File: config.mk
export PLATFORM = sky130hd
export DESIGN_NAME = fetch_stage_pipelined
export DESIGN_NICKNAME = d
export VERILOG_FILES = /design/src/rtl/fetch_pkg.sv /design/src/rtl/fetch_stage_pipelined_fetch_out_fifo.sv /design/src/rtl/fetch_stage_pipelined.sv
export SDC_FILE = /design/constraint.sdc
export NUM_CORES = 1
export LEC_CHECK = 0
export CORE_ASPECT_RATIO = 0.9
export CORE_MARGIN = 3
export CORE_UTILIZATION = 58
export CTS_CLUSTER_DIAMETER = 80
export CTS_CLUSTER_SIZE = 10
export DETAILED_ROUTE_END_ITERATION = 12
export PLACE_DENSITY = 0.85
export SLEW_MARGIN = 20
export SYNTH_ARGS = -nofsm -noshare
export SYNTH_HDL_FRONTEND = slang
export SYNTH_SLANG_ARGS = --single-unit
File: constraint.sdc
create_clock -name clk -period 4.6 [get_ports clk]
set_input_delay 0.69 -clock clk [delete_from_list [all_inputs] [get_ports clk]]
set_output_delay 0.69 -clock clk [all_outputs]
set_load 0.01 [all_outputs]
File: src/rtl/fetch_pkg.sv
// Shared defaults and the fetch-entry record for the instruction-fetch stage.
package fetch_pkg;

  localparam int DEF_ADDR_W  = 48;
  localparam int DEF_INSTR_W = 48;
  localparam logic [DEF_ADDR_W-1:0] DEF_RESET_PC = '0;

  typedef struct packed {
    logic [DEF_INSTR_W-1:0] instr;
    logic [DEF_ADDR_W-1:0]  pc;
    logic [DEF_ADDR_W-1:0]  pc_next;
  } fetch_entry_t;

endpackage

File: src/rtl/fetch_stage_pipelined_fetch_out_fifo.sv
// Small synchronous FIFO holding fetched entries until decode accepts them.
module fetch_out_fifo
  import fetch_pkg::*;
#(
  parameter int  DEPTH   = 2,
  parameter type entry_t = fetch_entry_t
) (
  input  logic                           clk,
  input  logic                           rst,
  input  logic                           push,
  input  entry_t                         push_entry,
  input  logic                           pop,
  input  logic                           flush,
  output logic [$clog2(DEPTH+1)-1:0]     count,
  output entry_t                         head
);

  localparam int PTR_W = (DEPTH > 1) ? $clog2(DEPTH) : 1;

  entry_t           mem [DEPTH];
  logic [PTR_W-1:0] rd_ptr;
  logic [PTR_W-1:0] wr_ptr;

  // Flush wins over push/pop so a redirect leaves the queue empty
  always_ff @(posedge clk or negedge rst) begin
    if (!rst) begin
      for (int i = 0; i < DEPTH; i++) begin
        mem[i] <= '0;
      end
      rd_ptr <= '0;
      wr_ptr <= '0;
      count  <= '0;
    end else if (flush) begin
      rd_ptr <= '0;
      wr_ptr <= '0;
      count  <= '0;
    end else begin
      if (push) begin
        mem[wr_ptr] <= push_entry;
        wr_ptr      <= wr_ptr + 1'b1;
      end
      if (pop) begin
        rd_ptr <= rd_ptr + 1'b1;
      end
      case ({push, pop})
        2'b10:   count <= count + 1'b1;
        2'b01:   count <= count - 1'b1;
        default: count <= count;
      endcase
    end
  end

  assign head = mem[rd_ptr];

endmodule

File: src/rtl/fetch_stage_pipelined.sv
// Instruction-fetch stage: PC register, redirect handling, 1-cycle imem
// interface and an output FIFO that absorbs decode back-pressure.
module fetch_stage_pipelined
  import fetch_pkg::*;
#(
  parameter int                ADDR_W     = DEF_ADDR_W,
  parameter int                INSTR_W    = DEF_INSTR_W,
  parameter int unsigned       PC_STEP    = 1,
  parameter logic [ADDR_W-1:0] RESET_PC   = ADDR_W'(DEF_RESET_PC),
  parameter int                FIFO_DEPTH = 2
) (
  input  logic               clk,
  input  logic               rst,
  input  logic               redirect_valid,
  input  logic [ADDR_W-1:0]  redirect_pc,
  output logic               imem_req,
  output logic [ADDR_W-1:0]  imem_addr,
  input  logic [INSTR_W-1:0] imem_rdata,
  output logic               out_valid,
  input  logic               out_ready,
  output logic [INSTR_W-1:0] out_instr,
  output logic [ADDR_W-1:0]  out_pc,
  output logic [ADDR_W-1:0]  out_pc_next
);

  localparam int CNT_W = $clog2(FIFO_DEPTH + 1);
  localparam logic [CNT_W:0] DEPTH_C = (CNT_W + 1)'(FIFO_DEPTH);
  localparam logic [ADDR_W-1:0] STEP = ADDR_W'(PC_STEP);

  typedef struct packed {
    logic [INSTR_W-1:0] instr;
    logic [ADDR_W-1:0]  pc;
    logic [ADDR_W-1:0]  pc_next;
  } entry_t;

  logic [ADDR_W-1:0] pc;
  logic [ADDR_W-1:0] req_pc_q;
  logic              inflight;
  logic [CNT_W-1:0]  count;
  logic [CNT_W:0]    occupied;
  logic [CNT_W:0]    limit;
  logic              handshake;
  logic              issue;
  logic              push;
  entry_t            push_entry;
  entry_t            head;

  // An in-flight fetch already owns a FIFO slot; a same-cycle pop frees one
  always_comb begin
    handshake          = out_valid & out_ready;
    occupied           = {1'b0, count} + {{CNT_W{1'b0}}, inflight};
    limit              = DEPTH_C + {{CNT_W{1'b0}}, handshake};
    issue              = rst & ~redirect_valid & (occupied < limit);
    push               = inflight & ~redirect_valid;
    push_entry.instr   = imem_rdata;
    push_entry.pc      = req_pc_q;
    push_entry.pc_next = req_pc_q + STEP;
  end

  always_ff @(posedge clk or negedge rst) begin
    if (!rst) begin
      pc       <= RESET_PC;
      req_pc_q <= '0;
      inflight <= 1'b0;
    end else if (redirect_valid) begin
      pc       <= redirect_pc;
      inflight <= 1'b0;
    end else if (issue) begin
      req_pc_q <= pc;
      inflight <= 1'b1;
      pc       <= pc + STEP;
    end else begin
      inflight <= 1'b0;
    end
  end

  fetch_out_fifo #(
    .DEPTH   (FIFO_DEPTH),
    .entry_t (entry_t)
  ) u_out_fifo (
    .clk        (clk),
    .rst        (rst),
    .push       (push),
    .push_entry (push_entry),
    .pop        (handshake),
    .flush      (redirect_valid),
    .count      (count),
    .head       (head)
  );

  assign imem_req    = issue;
  assign imem_addr   = pc;
  assign out_valid   = (count != '0);
  assign out_instr   = head.instr;
  assign out_pc      = head.pc;
  assign out_pc_next = head.pc_next;

endmodule

==> summary.md, run 1 <==
Clock tree
* 3 — worst-case clock buffer depth
* 0 — number of resized instances in the post-cts repair step
* 0.06 ns — CTS clk-pin slew, worst paths
* 389 — sink count of the clock tree
* 2 — CTS H-tree lvls
* sky130_fd_sc_hd__clkbuf_16 — master cell of the clock root buffer
* yes — CTS tree
* 44 — CTS Buf Count
* 0.54 ns — clk_lat worst skew

Drt
* 53.2 mm — total wire length
* 20.6 µm — routed wirelength normalized by instance count
* 0 — DRT antenna net count
* 15800 — via count of the routed design
* 6.12 — via density per instance
* 6 — DRT Pass-1 Iters
* 1202 — drt initial violations
* 0 — number of design rule violations left after detail routing

STA
* 1.15 ns — Least-Margin Pin Slew
* no — RSZ-0062 raised after global routing
* 293 MHz — Max Freq
* 0.0172 ns — Worst Skew
* 0 — number of pins exceeding their max-slew limit in the final report
* 0 — Hold Vio Cnt, Final
* 3.41 ns — final critical path time including I/O delays and setup
* 1.19 ns — setup slack after layout
* 0.742 — final worst-path cycle share
* 0 ns — Total Neg Setup Slack
* 0 — Setup violations, final
* 0.236 — Worst slew margin

Layout
* 23.1% — area grow syn2layout
* 2281 — count of nets after finishing
* 0.127 — layout cell share with drive strength beyond 1
* 0 — # diodes
* 0.731 — fin util
* 22800 µm² — Finished Cell Area
* 2128 — filler cell count

Global routing
* 0 — number of antenna violations at the first check in global routing
* 0 — total grt overflow
* 83.9 mm — wire length of the first global-routing pass
* 168 — largest net degree at the start of global routing
* 0.302 — Total GRT Usage
* 15500 — number of global-route vias before repair

Die
* 176 µm — floorplan die height
* 31200 µm² — placeable core area
* 0.594 — initial cell density of the core
* 34200 µm² — area enclosed by the die boundary
* 294 — number of I/O pins
* 194 µm — Die Span X
* 61 — row count

Logic synthesis
* 9.53 µm² — mean instance size in the synthesized netlist
* sky130_fd_sc_hd__dfrtp_1 — most common flop cell mapped by yosys
* 2050 — nets in the synthesized netlist
* 0.525 — share of the synthesized area in the top cell type
* sky130_fd_sc_hd__dfrtp_1 52%, sky130_fd_sc_hd__nand2_1 14%, sky130_fd_sc_hd__mux2_2 12% — top cells by area in the synthesized netlist
* 1946 — cell count after synthesis
* 0.525 — register area share after synthesis
* 1.00 — ys async rst share
* 0 — number of warnings reported in the yosys synthesis log
* 0 — number of enable flip-flop cells after synthesis
* sky130_fd_sc_hd__dfrtp_1 — area leader, netlist
* 18500 µm² — Synth Cell Area
* 50 — number of library cell types mapped by synthesis
* 389 — count of state elements after synthesis

Placed design
* 35.3 mm — Detailed Place HPWL
* 293 — input/output buffers
* 0.927 — routability congestion estimate from global placement
* 1.10 ns — post-placement setup slack
* 21700 µm² — placed standard-cell area

Worst setup path
* buffers and inverters — kind of cell adding the most delay to the critical path
* buf_4 > mux2_2 > clkdlybuf4s50_1 — cells along the critical path
* 3.91 ns — required arrival time at the worst endpoint
* reg2out — classification of the worst setup path
* 1.23 ns — flop2flop setup slack
* imem_addr[30] — terminus of the critical flop-to-flop path
* 2 — buffers and inverters on the worst path
* sky130_fd_sc_hd__dfrtp_4 — Critical Path Slowest Stage Cell
* 0.72 ns — maximum cell stage delay along the critical path
* 34 — largest driver fanout on the critical path
* 5 — number of cell instances on the worst register-to-register path
* flop — kind of start point of the critical path
* imem_addr[11] — source of the worst register-to-register timing path
* 2.72 ns — worst endpoint data arrival time
* output port — Critical Path End Type

Status
* complete, no violations — run status

Job
* 0 — number of max-cap violations

Pwr
* 271 µV — IR Drop Worst-Case VDD
* 10.3 nW — reported leakage power
* 479 nW/µm² — Pwr Density

Min path
* reg2reg — worst hold path class
* 2 — number of cells traversed by the worst hold path
* u_out_fifo.mem[273] — startpoint of the worst hold path
* u_out_fifo.mem[273] — endpoint of the worst hold-timing path

sequential cells by signal (all words and copies together) (netlist names):
signal / count
u_out_fifo.rd_ptr: 1
u_out_fifo.mem: 288
u_out_fifo.wr_ptr: 1
imem_addr: 48
inflight: 1
u_out_fifo.count: 2
req_pc_q: 48
per-layer routing:
metal / part of all wire / global-route usage / wire length [µm]
met5: 0 / 0 / 0
met3: 0.080 / 0.0483 / 4250
met4: 0.046 / 0.122 / 2470
met1: 0.39 / 0.410 / 21000
met2: 0.48 / 0.493 / 25500
synth_stat cells, types with 19 or more instances:
cell type and instances:
sky130_fd_sc_hd__nor4_1 21, sky130_fd_sc_hd__o21ai_0 98, sky130_fd_sc_hd__dfrtp_1 389, sky130_fd_sc_hd__mux2i_1 19, sky130_fd_sc_hd__nand3_1 40, sky130_fd_sc_hd__xor2_1 29
sky130_fd_sc_hd__nand2_1 673, sky130_fd_sc_hd__clkbuf_1 99, sky130_fd_sc_hd__and2_1 20, sky130_fd_sc_hd__or4_1 19, sky130_fd_sc_hd__nor2_1 69, sky130_fd_sc_hd__mux2_2 190
sky130_fd_sc_hd__o31ai_1 20, sky130_fd_sc_hd__xnor2_1 22, sky130_fd_sc_hd__nand4_1 49, sky130_fd_sc_hd__a31oi_1 30
logic make-up (layout without fill, tap and decap cells):
family	Yosys count	after routing	synth area share
simple gates	965	965	0.228
flops	389	389	0.525
mux	209	209	0.126
compound gates	190	190	0.0615
buf+inv	138	372	0.0330
xor+xnor	51	51	0.0241
fa+ha+maj	4	4	0.00270
cell usage in the layout, fill, tap and decap left out, types with 3 or more instances in the layout:
cell                              netlist  final
sky130_fd_sc_hd__a211o_1                4      4
sky130_fd_sc_hd__a21o_1                17     17
sky130_fd_sc_hd__nor2b_1                5      5
sky130_fd_sc_hd__clkdlybuf4s50_1        0    291
sky130_fd_sc_hd__a31oi_1               30     30
sky130_fd_sc_hd__or2_2                  3      3
sky130_fd_sc_hd__nand3_1               40     38
sky130_fd_sc_hd__or3_1                 15     15
sky130_fd_sc_hd__and3_1                12     10
sky130_fd_sc_hd__or4_1                 19     19
sky130_fd_sc_hd__xnor2_1               22     22
sky130_fd_sc_hd__o21ai_0               98     98
sky130_fd_sc_hd__mux2_2               190    190
sky130_fd_sc_hd__ha_1                   4      4
sky130_fd_sc_hd__a21oi_1                4      4
sky130_fd_sc_hd__dfrtp_1              389    388
sky130_fd_sc_hd__buf_12                 0      4
sky130_fd_sc_hd__o211ai_1               7      7
sky130_fd_sc_hd__a22oi_1                4      4
sky130_fd_sc_hd__inv_1                  8      7
sky130_fd_sc_hd__nor2_1                69     69
sky130_fd_sc_hd__mux2i_1               19     19
sky130_fd_sc_hd__o31ai_1               20     20
sky130_fd_sc_hd__buf_4                  4     17
sky130_fd_sc_hd__clkbuf_16              0     45
sky130_fd_sc_hd__nand2_1              673    673
sky130_fd_sc_hd__nor3b_1                4      4
sky130_fd_sc_hd__xor2_1                29     29
sky130_fd_sc_hd__nand4_1               49     49
sky130_fd_sc_hd__and2_1                20     20
sky130_fd_sc_hd__nor4_1                21     21
sky130_fd_sc_hd__and4_1                 9      9
sky130_fd_sc_hd__nor3_1                11     11
layout make-up:
cell class | count | area (µm²) | share of cell area
Clock buffer | 47 | 1130 | 0.0497
Clock inverter | 2 | 17.5 | 0.000768
Inverter | 8 | 30.0 | 0.00132
Multi-Input combinational cell | 1419 | 8240 | 0.361
Sequential cell | 389 | 9740 | 0.427
Tap cell | 409 | 512 | 0.0224
Timing Repair Buffer | 315 | 3150 | 0.138
worst max path at each step:
stage                     endpoint  slack (ns)           startpoint  cells past startpoint
floorplan                 imem_req        2.16  u_out_fifo.count[0]                      6
global placement     imem_addr[26]        1.27            out_ready                      7
detailed placement   imem_addr[30]        1.10            out_ready                      7
CTS                 out_pc_next[2]        1.19    u_out_fifo.rd_ptr                      3
global route             out_pc[0]        1.08    u_out_fifo.rd_ptr                      3
finish                   out_pc[0]        1.19    u_out_fifo.rd_ptr                      3
through the flow:
step	cells	hold slack [ns]	total power, W
6_report	2589	0.468	0.0109
5_1_grt	2589	0.481	0.0114
4_1_cts	2589	0.470	0.0110
3_5_place_dp	2539	0.457	0.00793
3_3_place_gp	2539	0.451	0.00777
2_1_floorplan	1946	0.394	0.00638
worst reg2reg max path: stages (launching register included):
cell and delay, ns:
sky130_fd_sc_hd__dfrtp_1 0.46, sky130_fd_sc_hd__nand4_1 0.27, sky130_fd_sc_hd__nor3_1 0.67, sky130_fd_sc_hd__nand3_1 0.88, sky130_fd_sc_hd__or4_1 0.80, sky130_fd_sc_hd__a31oi_1 0.21
where the power goes:
group          internal (W)  leakage, nW  switching, W
logic               0.00154         4.88       0.00133
clock network       0.00172        0.566       0.00128
registers           0.00432         4.83      0.000744
timing repair:
action / 4_1_cts / 5_1_grt
setup buffers: 0 / 0
hold buffers: 1 / 0
hold endpoints to repair: 8 / 0
endpoints found under the setup margin: 0 / 0
No activity file was read; power rests on OpenSTA's default activity.
==> inputs of run 2 (changes only) <==
--- a/config.mk
+++ b/config.mk
@@ -7,11 +7,11 @@
 export LEC_CHECK = 0
 export CORE_ASPECT_RATIO = 0.9
 export CORE_MARGIN = 3
-export CORE_UTILIZATION = 58
+export CORE_UTILIZATION = 54
 export CTS_CLUSTER_DIAMETER = 80
 export CTS_CLUSTER_SIZE = 10
 export DETAILED_ROUTE_END_ITERATION = 12
-export PLACE_DENSITY = 0.85
+export PLACE_DENSITY = 0.8
 export SLEW_MARGIN = 20
 export SYNTH_ARGS = -nofsm -noshare
 export SYNTH_HDL_FRONTEND = slang
==> constraint.sdc (replaced) <==
create_clock -name clk -period 3.3 [get_ports clk]
set_input_delay 0.495 -clock clk [delete_from_list [all_inputs] [get_ports clk]]
set_output_delay 0.495 -clock clk [all_outputs]
set_load 0.01 [all_outputs]
==> run 2 against run 1 <==
Total power increased by 39%. Global-route usage is 2.0 points lower. Die area grew 7.2%. Highest routed layer unchanged. Design area is 0.83% higher. Largest cell class unchanged. Sequential cell count unchanged. Count of clock-buffer cells in the layout unchanged. Utilization down 4.3 points. Worst hold slack got worse by 0.016 ns. Clock power is 38% higher. First-iteration DRC count down 8.1%. Via count fell by 2.6%.
==> summary.md, run 2 (same netlist as run 1, synthesis figures left out) <==
Status
* complete, no violations — run status, unchanged

Worst setup path
* 10 — largest driver fanout on the critical path, was 34
* sky130_fd_sc_hd__clkdlybuf4s50_1 — Critical Path Slowest Stage Cell, was sky130_fd_sc_hd__dfrtp_4
* 0.58 ns — maximum cell stage delay along the critical path, was 0.72 ns
* reg2out — classification of the worst setup path, unchanged
* 2.69 ns — worst endpoint data arrival time, was 2.72 ns
* 2.80 ns — required arrival time at the worst endpoint, was 3.91 ns
* flop — kind of start point of the critical path, unchanged
* ha_1 > ha_1 > o21a_1 > nor3_4 > clkdlybuf4s50_1 — cells along the critical path, was buf_4 > mux2_2 > clkdlybuf4s50_1
* sky130_fd_sc_hd__ha_1 — most common cell type on the critical path
* output port — Critical Path End Type, unchanged

Die
* 36600 µm² — area enclosed by the die boundary, was 34200 µm²
* 0.555 — initial cell density of the core, was 0.594
* 33400 µm² — placeable core area, was 31200 µm²
* 201 µm — Die Span X, was 194 µm
* 182 µm — floorplan die height, was 176 µm
* 294 — number of I/O pins, unchanged
* 63 — row count, was 61

Global routing
* 15500 — number of global-route vias before repair, about the same
* 83.7 mm — wire length of the first global-routing pass, was 83.9 mm
* 98 — largest net degree at the start of global routing, was 168
* 0.282 — Total GRT Usage, was 0.302
* 0 — total grt overflow, unchanged
* 0 — number of antenna violations at the first check in global routing, unchanged

Clock tree
* 0.06 ns — CTS clk-pin slew, worst paths, about the same
* 2 — CTS H-tree lvls, unchanged
* 0.54 ns — clk_lat worst skew, about the same
* 44 — CTS Buf Count, unchanged
* 0 — number of setup buffers added after CTS, unchanged
* 389 — sink count of the clock tree, unchanged
* sky130_fd_sc_hd__clkbuf_16 — master cell of the clock root buffer, unchanged
* 3 — worst-case clock buffer depth, unchanged
* 0 — number of resized instances in the post-cts repair step, unchanged
* yes — CTS tree, unchanged
* 1 — post-cts hold buffer count, unchanged

Drt
* 6 — DRT Pass-1 Iters, unchanged
* 15400 — via count of the routed design, was 15800
* 0 — number of design rule violations left after detail routing, unchanged
* 52.8 mm — total wire length, was 53.2 mm
* 0 — DRT antenna net count, unchanged
* 20.0 µm — routed wirelength normalized by instance count, was 20.6 µm
* 1105 — drt initial violations, was 1202
* 5.83 — via density per instance, was 6.12

STA
* 3.18 ns — final critical path time including I/O delays and setup
* 0.0192 ns — Worst Skew, was 0.0172 ns
* no — RSZ-0062 raised after global routing, unchanged
* 0 — Hold Vio Cnt, Final, unchanged
* 314 MHz — Max Freq
* 0 — Setup violations, final, unchanged
* 0.386 — Worst slew margin, was 0.236
* 0.921 ns — Least-Margin Pin Slew, was 1.15 ns
* 0.965 — final worst-path cycle share
* 0 ns — Total Neg Setup Slack, unchanged
* 0 — number of pins exceeding their max-slew limit in the final report, unchanged

Min path
* in2async — worst hold path class, was reg2reg

Layout
* sky130_fd_sc_hd__nand2_1 — most common cell after layout, fill and taps aside, unchanged
* 2292 — count of nets after finishing, was 2281
* u_out_fifo.mem — Top reg by flops, unchanged
* 0.130 — layout cell share with drive strength beyond 1, was 0.127
* 2547 — filler cell count, was 2128
* 24.1% — area grow syn2layout, was 23.1%
* 288 — max FFs per register, unchanged
* 0 — # diodes, unchanged
* 0.689 — fin util, was 0.731
* 673 x sky130_fd_sc_hd__nand2_1, 388 x sky130_fd_sc_hd__dfrtp_1, 292 x sky130_fd_sc_hd__clkdlybuf4s50_1, 190 x sky130_fd_sc_hd__mux2_2, 98 x sky130_fd_sc_hd__o21ai_0 — leading cell types in the layout, fill and taps excluded, was 673 x sky130_fd_sc_hd__nand2_1, 388 x sky130_fd_sc_hd__dfrtp_1, 291 x sky130_fd_sc_hd__clkdlybuf4s50_1, 190 x sky130_fd_sc_hd__mux2_2, 98 x sky130_fd_sc_hd__o21ai_0

Placed design
* 0.875 — routability congestion estimate from global placement, was 0.927
* 293 — input/output buffers, unchanged
* 35.0 mm — Detailed Place HPWL, was 35.3 mm

Pwr
* 10.3 nW — reported leakage power, about the same
* 468 µV — IR Drop Worst-Case VDD, was 271 µV
* 660 nW/µm² — Pwr Density, was 479 nW/µm²

Job
* 0 — number of max-cap violations, unchanged

-- run 2: cell count changes in the layout (fill, tap and decap cells not counted), sizes merged --
cell           previous run  this run
buf                      23        33
clkdlybuf4s50           291       292
inv                       9         7
-- run 2: final timing paths --
check | startpoint | end | slack, ns | depth (start not counted)
setup / recovery | inflight | imem_req | 0.12 | 5
max in group asynchronous | rst | u_out_fifo.mem[40] | 1.04 | 4
hold reg to reg | u_out_fifo.mem[266] | u_out_fifo.mem[266] | 0.47 | 2
min in group clk | u_out_fifo.mem[266] | u_out_fifo.mem[266] | 0.47 | 2
setup reg to reg | inflight | req_pc_q[0] | 0.56 | 6
hold / removal | rst | u_out_fifo.mem[49] | 0.45 | 2
-- run 2: critical path, delay by kind of cell (launching register included) --
kind / cells / cell delay (ns)
DFF: 1 / 0.54
adders and majority gates: 2 / 0.57
and+or+nand+nor: 1 / 0.24
buffers and inverters: 1 / 0.58
AOI/OAI and AO/OA: 1 / 0.21
-- run 2: final cells by class --
cell class	count	area, µm²	area share
multi-input cells	1419	8240	0.358
flip-flops and latches	389	9740	0.423
repair buffers	326	3300	0.143
clock buffers	47	1130	0.0493
well taps	455	569	0.0247
inverters	8	30.0	0.00130
-- run 2: stage by stage --
| step | area [µm²] | setup slack (ns) | power, W | hold WS, ns | instances |
|---|---|---|---|---|---|
| 3_5_place_dp | 21900 | 0.461 | 0.0111 | 0.412 | 2596 |
| 4_1_cts | 23000 | 0.106 | 0.0153 | 0.445 | 2644 |
| 2_1_floorplan | 18500 | 1.04 | 0.00890 | 0.199 | 1946 |
| 5_1_grt | 23000 | 0.0297 | 0.0159 | 0.479 | 2644 |
| 3_3_place_gp | 21900 | 0.514 | 0.0109 | 0.410 | 2596 |
| 6_report | 23000 | 0.115 | 0.0152 | 0.452 | 2644 |
-- run 2: metal layers --
layer	wire, µm	vias up	global-route usage
li1	-	7038	-
met5	0	-	0
met1	21400	7607	0.374
met2	25700	640	0.469
met3	3570	140	0.0473
met4	2170	0	0.108
-- run 2: power by group --
part           internal (W)  total (W)  switching [W]
registers           0.00602    0.00701       0.000997
logic               0.00216    0.00402        0.00186
clock network       0.00239    0.00416        0.00177
total                0.0106     0.0152        0.00462
==> inputs of run 3 (changes only) <==
--- a/config.mk
+++ b/config.mk
@@ -7,11 +7,11 @@
 export LEC_CHECK = 0
 export CORE_ASPECT_RATIO = 0.9
 export CORE_MARGIN = 3
-export CORE_UTILIZATION = 54
+export CORE_UTILIZATION = 49
 export CTS_CLUSTER_DIAMETER = 80
 export CTS_CLUSTER_SIZE = 10
 export DETAILED_ROUTE_END_ITERATION = 12
-export PLACE_DENSITY = 0.8
+export PLACE_DENSITY_LB_ADDON = 0.05
 export SLEW_MARGIN = 20
 export SYNTH_ARGS = -nofsm -noshare
 export SYNTH_HDL_FRONTEND = slang
==> constraint.sdc (replaced) <==
create_clock -name clk -period 2.7 [get_ports clk]
set_input_delay 0.405 -clock clk [delete_from_list [all_inputs] [get_ports clk]]
set_output_delay 0.405 -clock clk [all_outputs]
set_load 0.01 [all_outputs]
==> run 3 against run 2 <==
Clock power is 23% higher. Wire length rose by 2.7%. Cell count up 2.7%. Largest power group unchanged. Total power is 22% higher. Count of clock-buffer cells in the layout is the same. Sequential power is 19% higher. Critical path type unchanged. Combinational power rose by 24%. Worst hold slack got worse by 0.25 ns.
==> summary.md, run 3 (same netlist as run 1, synthesis figures left out) <==
STA
* 0.997 — final worst-path cycle share
* 0.0126 ns — Worst Skew, was 0.0192 ns
* 371 MHz — Max Freq
* 0.200 ns — final-layout worst hold slack, was 0.452 ns
* yes — RSZ-0062 raised after global routing, was no
* 0 — number of pins exceeding their max-slew limit in the final report, unchanged
* 2.69 ns — final critical path time including I/O delays and setup
* 0.334 — Worst slew margin, was 0.386
* 0 — Hold Vio Cnt, Final, unchanged
* 0 — Setup violations, final, unchanged
* 0.999 ns — Least-Margin Pin Slew, was 0.921 ns

Worst setup path
* 2.29 ns — worst endpoint data arrival time, was 2.69 ns
* flop — kind of start point of the critical path, unchanged
* output port — Critical Path End Type, unchanged
* reg2out — classification of the worst setup path, unchanged
* 2.30 ns — required arrival time at the worst endpoint, was 2.80 ns
* 46 — largest driver fanout on the critical path, was 10
* buf_16 > mux2_2 > clkdlybuf4s50_1 — cells along the critical path, was ha_1 > ha_1 > o21a_1 > nor3_4 > clkdlybuf4s50_1
* sky130_fd_sc_hd__dfrtp_4 — Critical Path Slowest Stage Cell, was sky130_fd_sc_hd__clkdlybuf4s50_1
* 0.53 ns — maximum cell stage delay along the critical path, was 0.58 ns
* 7 — number of cell instances on the worst register-to-register path, was 6

Die
* 0.505 — initial cell density of the core, was 0.555
* 191 µm — floorplan die height, was 182 µm
* 211 µm — Die Span X, was 201 µm
* 36700 µm² — placeable core area, was 33400 µm²
* 40200 µm² — area enclosed by the die boundary, was 36600 µm²
* 66 — row count, was 63
* 294 — number of I/O pins, unchanged

Status
* complete, no violations — run status, unchanged

Drt
* 5.60 — via density per instance, was 5.83
* 15200 — via count of the routed design, was 15400
* 0 — DRT antenna net count, unchanged
* 20.0 µm — routed wirelength normalized by instance count, about the same
* 1194 — drt initial violations, was 1105
* 54.2 mm — total wire length, was 52.8 mm
* 4 — DRT Pass-1 Iters, was 6
* 0 — number of design rule violations left after detail routing, unchanged

Global routing
* 0.267 — Total GRT Usage, was 0.282
* 0.373 — met1 GRT Util, was 0.374
* 15300 — number of global-route vias before repair, was 15500
* met2 — most used routing layer in global routing, unchanged
* 0 — total grt overflow, unchanged
* 0.0431 — met3 track demand over resource, was 0.0473
* 0.438 — fraction of met2 tracks used by global routing, was 0.469
* 179 — largest net degree at the start of global routing, was 98
* 85.6 mm — wire length of the first global-routing pass, was 83.7 mm
* 0 — number of antenna violations at the first check in global routing, unchanged

Clock tree
* 2 — CTS H-tree lvls, unchanged
* yes — CTS tree, unchanged
* 0.55 ns — clk_lat worst skew, was 0.54 ns
* 0.06 ns — CTS clk-pin slew, worst paths, about the same
* 3 — worst-case clock buffer depth, unchanged
* 44 — CTS Buf Count, unchanged
* 389 — sink count of the clock tree, unchanged
* sky130_fd_sc_hd__clkbuf_16 — master cell of the clock root buffer, unchanged
* 0 — number of setup buffers added after CTS, unchanged

Pwr
* 787 nW/µm² — Pwr Density, was 660 nW/µm²
* 11.2 nW — reported leakage power, was 10.3 nW
* 0.306 — switching part of the total power, was 0.304
* 0.270 — Gate power share, was 0.265
* 0.00564 W — switching component of the power, was 0.00462 W
* 0.278 — share of total power in the clock network, was 0.274
* 543 µV — IR Drop Worst-Case VDD, was 468 µV
* 0.453 — part of the total power dissipated in sequential elements, was 0.462
* 0.0128 W — cell internal power dissipation, was 0.0106 W

Placed design
* 36.0 mm — Detailed Place HPWL, was 35.0 mm
* 293 — input/output buffers, unchanged
* 0.888 — routability congestion estimate from global placement, was 0.875
* 22300 µm² — placed standard-cell area, was 21900 µm²

Layout
* 3101 — filler cell count, was 2547
* 23500 µm² — Finished Cell Area, was 23000 µm²
* 0.639 — fin util, was 0.689
* 0.151 — layout cell share with drive strength beyond 1, was 0.130
* 288 — max FFs per register, unchanged
* 2342 — count of nets after finishing, was 2292
* sky130_fd_sc_hd__nand2_1 — most common cell after layout, fill and taps aside, unchanged
* 26.6% — area grow syn2layout, was 24.1%
* 673 x sky130_fd_sc_hd__nand2_1, 388 x sky130_fd_sc_hd__dfrtp_1, 202 x sky130_fd_sc_hd__clkdlybuf4s50_1, 190 x sky130_fd_sc_hd__mux2_2, 98 x sky130_fd_sc_hd__o21ai_0 — leading cell types in the layout, fill and taps excluded, was 673 x sky130_fd_sc_hd__nand2_1, 388 x sky130_fd_sc_hd__dfrtp_1, 292 x sky130_fd_sc_hd__clkdlybuf4s50_1, 190 x sky130_fd_sc_hd__mux2_2, 98 x sky130_fd_sc_hd__o21ai_0
* u_out_fifo.mem — Top reg by flops, unchanged
* 0 — # diodes, unchanged

Min path
* in2reg — worst hold path class, was in2async
* 2 — number of cells traversed by the worst hold path

Job
* 0 — number of max-cap violations, unchanged

[run 3: path summary, 6_finish.rpt]
| check | slack (ns) | endpoint | from |
|---|---|---|---|
| worst max-delay path | 0.007 | out_pc[23] | u_out_fifo.rd_ptr |
| worst min-delay path | 0.20 | u_out_fifo.wr_ptr | redirect_valid |
| worst max register to register | 0.27 | u_out_fifo.mem[39] | req_pc_q[0] |
| worst min register to register | 0.47 | u_out_fifo.mem[54] | u_out_fifo.mem[54] |
| max in group asynchronous | 1.08 | u_out_fifo.mem[138] | rst |
| min in group asynchronous | 0.31 | imem_addr[10] | rst |
[run 3: stage by stage]
stage	setup TNS (ns)	total power (W)	cells	setup slack (ns)
6_report	0	0.0185	2715	0.00747
5_1_grt	-0.311	0.0195	2715	-0.0439
4_1_cts	-0.444	0.0187	2714	-0.0468
3_5_place_dp	0	0.0136	2666	0.118
3_3_place_gp	0	0.0135	2666	0.174
2_1_floorplan	0	0.0109	1946	0.444
[run 3: repair_timing]
item	in CTS	in global routing
endpoints found under the setup margin	83	41
cloned	0	1
endpoints found under the hold margin	23	0
resized for setup	60	34
hold buffers	1	0
[run 3: routing by layer]
layer / routed length, µm / vias up / share of wire
met3: 2950 / 90 / 0.054
met5: 0 / - / 0
met4: 1280 / 0 / 0.024
li1: - / 7148 / -
met2: 26200 / 436 / 0.48
met1: 23800 / 7530 / 0.44
[run 3: cell type report]
class / instances / area [µm²] / share of cell area
Sequential cell: 389 / 9740 / 0.415
Multi-Input combinational cell: 1419 / 8240 / 0.351
Timing Repair Buffer: 376 / 3740 / 0.159
Clock buffer: 47 / 1130 / 0.0483
Tap cell: 476 / 596 / 0.0254
Inverter: 8 / 30.0 / 0.00128
[run 3: worst max-delay path, delay by kind of cell (launching register included)]
family                 cells  cell delay [ns]
multiplexers               1             0.43
flip-flops                 1             0.53
buffers and inverters      2             0.78
[run 3: power by group through the flow]
stage	registers (W)	logic, W	clock network, W
after floorplan	0.00814	0.00273	0
after global placement	0.00835	0.00514	0
after detailed placement	0.00843	0.00522	0
after CTS	0.00834	0.00509	0.00523
after global routing	0.00855	0.00551	0.00545
final	0.00836	0.00499	0.00513
